<file path="src/rtl/btn_toggle_pulse.sv">
//==============================================================================
// btn_toggle_pulse: debounced push-button front end producing one toggle pulse
// per press, with optional auto-repeat while held.          Revision: 1.0
//==============================================================================
`timescale 1ns/1ps
`default_nettype none

module btn_toggle_pulse #(
    parameter int DEBOUNCE_CYCLES = 1_000_000,
    parameter int REPEAT_EN       = 0,
    parameter int REPEAT_DELAY    = 25_000_000,
    parameter int REPEAT_PERIOD   = 5_000_000
) (
    input  logic clk_i,
    input  logic rst_i,
    input  logic btn_i,
    output logic t_o,
    output logic pressed_o
);

    localparam int CNT_W   = (DEBOUNCE_CYCLES > 1) ? $clog2(DEBOUNCE_CYCLES) : 1;
    localparam int REP_MAX = (REPEAT_DELAY > REPEAT_PERIOD) ? REPEAT_DELAY : REPEAT_PERIOD;
    localparam int REP_W   = (REP_MAX > 1) ? $clog2(REP_MAX) : 1;

    localparam logic [CNT_W-1:0] CNT_LAST    = CNT_W'(DEBOUNCE_CYCLES - 1);
    localparam logic [REP_W-1:0] DELAY_LAST  = REP_W'(REPEAT_DELAY - 1);
    localparam logic [REP_W-1:0] PERIOD_LAST = REP_W'(REPEAT_PERIOD - 1);

    typedef enum logic [1:0] {
        IDLE        = 2'd0,
        PRESS_CHK   = 2'd1,
        HELD        = 2'd2,
        RELEASE_CHK = 2'd3
    } state_t;

    state_t            state, state_nx;
    logic              s1, btn_s;
    logic [CNT_W-1:0]  cnt, cnt_nx;
    logic [REP_W-1:0]  rep, rep_nx;
    logic [REP_W-1:0]  rep_last;
    logic              first, first_nx;
    logic              t_nx, pressed_nx;

    // Two-flop synchronizer for the asynchronous, bouncing button.
    always_ff @(posedge clk_i or posedge rst_i) begin
        if (rst_i) begin
            s1    <= 1'b0;
            btn_s <= 1'b0;
        end else begin
            s1    <= btn_i;
            btn_s <= s1;
        end
    end

    always_ff @(posedge clk_i or posedge rst_i) begin
        if (rst_i) begin
            state     <= IDLE;
            cnt       <= '0;
            rep       <= '0;
            first     <= 1'b0;
            t_o       <= 1'b0;
            pressed_o <= 1'b0;
        end else begin
            state     <= state_nx;
            cnt       <= cnt_nx;
            rep       <= rep_nx;
            first     <= first_nx;
            t_o       <= t_nx;
            pressed_o <= pressed_nx;
        end
    end

    always_comb begin
        state_nx   = state;
        cnt_nx     = cnt;
        rep_nx     = rep;
        first_nx   = first;
        t_nx       = 1'b0;
        pressed_nx = pressed_o;
        rep_last   = first ? DELAY_LAST : PERIOD_LAST;

        case (state)
            IDLE: begin
                pressed_nx = 1'b0;
                if (btn_s) begin
                    state_nx = PRESS_CHK;
                    cnt_nx   = '0;
                end
            end
            PRESS_CHK: begin
                if (!btn_s) begin
                    state_nx = IDLE;
                end else if (cnt == CNT_LAST) begin
                    state_nx   = HELD;
                    t_nx       = 1'b1;
                    pressed_nx = 1'b1;
                    rep_nx     = '0;
                    first_nx   = 1'b1;
                end else begin
                    cnt_nx = cnt + 1'b1;
                end
            end
            HELD: begin
                if (!btn_s) begin
                    state_nx = RELEASE_CHK;
                    cnt_nx   = '0;
                end else if (REPEAT_EN != 0) begin
                    if (rep == rep_last) begin
                        t_nx     = 1'b1;
                        rep_nx   = '0;
                        first_nx = 1'b0;
                    end else begin
                        rep_nx = rep + 1'b1;
                    end
                end
            end
            RELEASE_CHK: begin
                // A short release glitch returns to HELD with the repeat timing frozen.
                if (btn_s) begin
                    state_nx = HELD;
                end else if (cnt == CNT_LAST) begin
                    state_nx   = IDLE;
                    pressed_nx = 1'b0;
                end else begin
                    cnt_nx = cnt + 1'b1;
                end
            end
            default: state_nx = IDLE;
        endcase
    end

endmodule

`default_nettype wire

</file>
<file path="config.mk">
export PLATFORM = sky130hd
export DESIGN_NAME = btn_toggle_pulse
export DESIGN_NICKNAME = d
export VERILOG_FILES = /design/src/rtl/btn_toggle_pulse.sv
export SDC_FILE = /design/constraint.sdc
export NUM_CORES = 1
export LEC_CHECK = 0
export ABC_AREA = 1
export CAP_MARGIN = 40
export CORE_AREA = 3 3 58 60
export DETAILED_ROUTE_END_ITERATION = 7
export DIE_AREA = 0 0 61 63
export PLACE_DENSITY_LB_ADDON = 0.3
export SLEW_MARGIN = 5
export SYNTH_ARGS = -nofsm -noshare
export SYNTH_HDL_FRONTEND = slang
export SYNTH_SLANG_ARGS = --single-unit
export TNS_END_PERCENT = 100
</file>
<file path="constraint.sdc">
create_clock -name clk_i -period 1.3 [get_ports clk_i]
set_input_delay 0.26 -clock clk_i [delete_from_list [all_inputs] [get_ports clk_i]]
set_output_delay 0.26 -clock clk_i [all_outputs]
set_load 0.01 [all_outputs]
</file>
==> impl_metrics.toml <==
[power_and_ir_drop]
power_density_nw_per_um2 = 695
sw_pwr_mw = 0.361
swShare = 0.252
worst_vdd_ir_v = 0.000568
internal_power_mw = 1.07
power.sequential.fraction = 0.589
power.static_leakage_nw = 0.907
p_comb_frac = 0.112
power.clock.fraction = 0.299

[worst_setup_path]
worst_path_max_delay_cell = "sky130_fd_sc_hd__dfrtp_2"
cpLargestDelayFamily = "simple AND/OR/NAND/NOR gates"
cp.required_ps = 1540
crit_top_cell = "sky130_fd_sc_hd__nand3_4"
crit_fanout = 8
crit_path_start_kind = "register"
critPathBufInv = 1
critPathArrivalTime_ps = 1680
critical_path.max_stage_delay_ps = 440
worstSetupPathType = "register to register"
cells_traversed_along_the_worst_timing_path = "ha_4 -> nand3_4 -> nor2_4 -> nand3_4 -> nand3_4 -> buf_12 -> o21ai_2"
timing.critical_path.to_type = "register"

[placement]
gp_congestion = 0.922
detailed_place_hpwl_um = 2710
io_buffers = 4
pre_cts_ws_ps = -114

[global_routing]
use_met2 = 0.354
grt-busiest-layer = "met2"
global_route.usage.met3 = 0.0310
grt_first_pass_wirelength_um = 6400
grt_antenna_before_repair = 0
first_global_vias = 1474
grt_start_max_net_pins = 27
met1_usage = 0.277
global_route.usage.total = 0.215
globalRouteOverflowTotal = 0

[timing]
post-route-min-period_ps = 1440
finalSetupViolCount = 22
rsz0062_at_grt = "yes"
clk_skew_ps = 4.52
fmaxAchievable_ghz = 0.693
relSlewSlack = 0.804
slew_violations = 0
period_share = 1.11
hold_violations = 0
timing_worst_slew_pin_value_ps = 292
layout_setup_ws_ps = -142

[finish]
utilization = 0.693
most-common-layout-cells = "sky130_fd_sc_hd__nand2_1 (61), sky130_fd_sc_hd__buf_4 (32), sky130_fd_sc_hd__dfrtp_1 (24), sky130_fd_sc_hd__nor2_1 (19), sky130_fd_sc_hd__inv_1 (19)"
most_common_cell_after_layout_fill_and_taps_aside = "sky130_fd_sc_hd__nand2_1"
drive_gt1_frac = 0.354
insertedDiodeCount = 0
finish.net_count = 248
layout_area_growth_over_synthesis_pct = 31.3
fill_cells = 236

[drt]
detail_route.wl_per_cell_um = 13.5
initialDrtViolationCount = 79
post_drt_via_cell_ratio = 5.30
detail-route-antenna-nets = 0
drtPass1Iterations = 4
remaining_drc_errors = 0
vias = 1463
wl_um = 3730

[synth]
seq_area_frac_synth = 0.414
synth-warning-count = 0
synth_area_per_cell_um2 = 7.82
syn-num-nets = 205
post_synth_inst_count = 201
netlist_area_um2 = 1570
synth_cell_type_count = 26
ys_seq_elements = 26

[flow_run]
max-cap-violations = 0

[run_status]
outcome = "finished with violations"
violations = "setup timing"

[hold_path]
worstHoldPathType = "input pin to asynchronous set/reset pin"

[floorplan]
die-width_um = 61
core_area_um2 = 2980
num_io_pins = 5
die_area_um2 = 3840
num_rows = 20
starting_density_of_the_core = 0.528
floorplan.die.height_um = 63

[clock_network]
cts-htree-levels = 1
clockBufferDepth = 2
cts_made_buffers = 3
cts_hold_buffers = 0
path_clk_slew_ps = 150
worst_skew_pair.late_latency_ps = 330
cts.sinks = 26
cts_tree = "built"
root_buffer = "sky130_fd_sc_hd__clkbuf_4"
-- power groups by stage --
| stage | Combinational, mW | Clock (mW) | Sequential [mW] |
|---|---|---|---|
| 5_1_grt | 0.181 | 0.461 | 0.848 |
| 6_report | 0.161 | 0.429 | 0.845 |
| 3_5_place_dp | 0.141 | 0 | 0.859 |
| 3_3_place_gp | 0.134 | 0 | 0.856 |
| 4_1_cts | 0.142 | 0.436 | 0.843 |
| 2_1_floorplan | 0.0794 | 0 | 0.859 |
-- cell usage after synthesis --
library cell,count,area share
sky130_fd_sc_hd__nand2_1,65,0.16
sky130_fd_sc_hd__dfrtp_1,26,0.41
sky130_fd_sc_hd__nor2_1,25,0.060
sky130_fd_sc_hd__inv_1,21,0.050
sky130_fd_sc_hd__o21ai_2,13,0.072
sky130_fd_sc_hd__nand3_1,10,0.032
sky130_fd_sc_hd__nand4_1,6,0.024
sky130_fd_sc_hd__xor2_1,6,0.033
sky130_fd_sc_hd__o21ai_0,5,0.016
sky130_fd_sc_hd__xnor2_1,5,0.028
sky130_fd_sc_hd__buf_6,2,0.014
sky130_fd_sc_hd__nand3_4,2,0.022
sky130_fd_sc_hd__nor2_4,2,0.014
sky130_fd_sc_hd__and2_1,1,0.0040
sky130_fd_sc_hd__buf_12,1,0.013
sky130_fd_sc_hd__clkinv_1,1,0.0024
sky130_fd_sc_hd__ha_1,1,0.0080
sky130_fd_sc_hd__inv_2,1,0.0024
sky130_fd_sc_hd__nand2_2,1,0.0040
sky130_fd_sc_hd__nand2_4,1,0.0072
sky130_fd_sc_hd__nand3_2,1,0.0064
sky130_fd_sc_hd__nor2_2,1,0.0040
sky130_fd_sc_hd__nor3_1,1,0.0032
sky130_fd_sc_hd__o21ai_1,1,0.0032
sky130_fd_sc_hd__o22ai_1,1,0.0040
sky130_fd_sc_hd__or2_2,1,0.0040
-- repair_timing --
action	CTS	global route
setup buffers	1	2
resized for setup	9	24
pin swaps	2	8
endpoints found under the setup margin	25	24
-- kinds of logic (layout without fill, tap and decap cells) --
| family | Yosys count | in the layout | share of synthesized area |
|---|---|---|---|
| adders and majority gates | 1 | 1 | 0.00795 |
| AOI/OAI and AO/OA | 20 | 20 | 0.0955 |
| DFF | 26 | 26 | 0.414 |
| xor gates and xnor gates | 11 | 11 | 0.0613 |
| buffers and inverters | 26 | 68 | 0.0819 |
| and+or+nand+nor | 117 | 117 | 0.340 |
-- final cells by class --
type / count / area (um^2) / area share
Clock buffer: 4 / 36.3 / 0.0176
Multi-Input combinational cell: 149 / 883 / 0.428
Tap cell: 33 / 41.3 / 0.0200
Timing Repair Buffer: 41 / 362 / 0.175
Sequential cell: 26 / 653 / 0.316
Inverter: 23 / 88.8 / 0.0430
-- state kept, by name, indices dropped and copies added (netlist names), named ones only --
register	cells
cnt	20
btn_s	1
t_o	1
pressed_o	1
s1	1
state	1
-- per-stage QoR --
stage / instances / power, mW / TNS [ps] / hold slack (ps) / cell area, um^2
floorplan: 201 / 0.938 / -581 / 291 / 1590
global placement: 269 / 0.990 / -974 / 333 / 1920
detailed placement: 269 / 1.00 / -2210 / 339 / 1920
CTS: 274 / 1.42 / -2960 / 283 / 1980
global route: 276 / 1.49 / -4380 / 312 / 2060
finish: 276 / 1.44 / -2720 / 274 / 2060
-- metal layers --
metal	routed length [um]	up-vias
li1	-	719
met1	1550	689
met2	1910	41
met3	154	14
met4	122	0
met5	0	-
-- final timing paths --
| path | slack [ps] | depth (start not counted) | to | from |
|---|---|---|---|---|
| setup reg to reg | -140 | 7 | cnt[6] | cnt[1] |
| hold reg to reg | 370 | 0 | btn_s | s1 |
| min in group clk_i | 340 | 1 | s1 | btn_i |
| max in group asynchronous | 860 | 3 | cnt[9] | rst_i |
| hold / removal | 270 | 3 | cnt[3] | rst_i |
| setup / recovery | -140 | 7 | cnt[6] | cnt[1] |
-- worst min-delay path, delay by kind of cell --
kind / cells / cell delay [ps]
buf+inv: 3 / 720
Power figures use the tool's default switching activity.
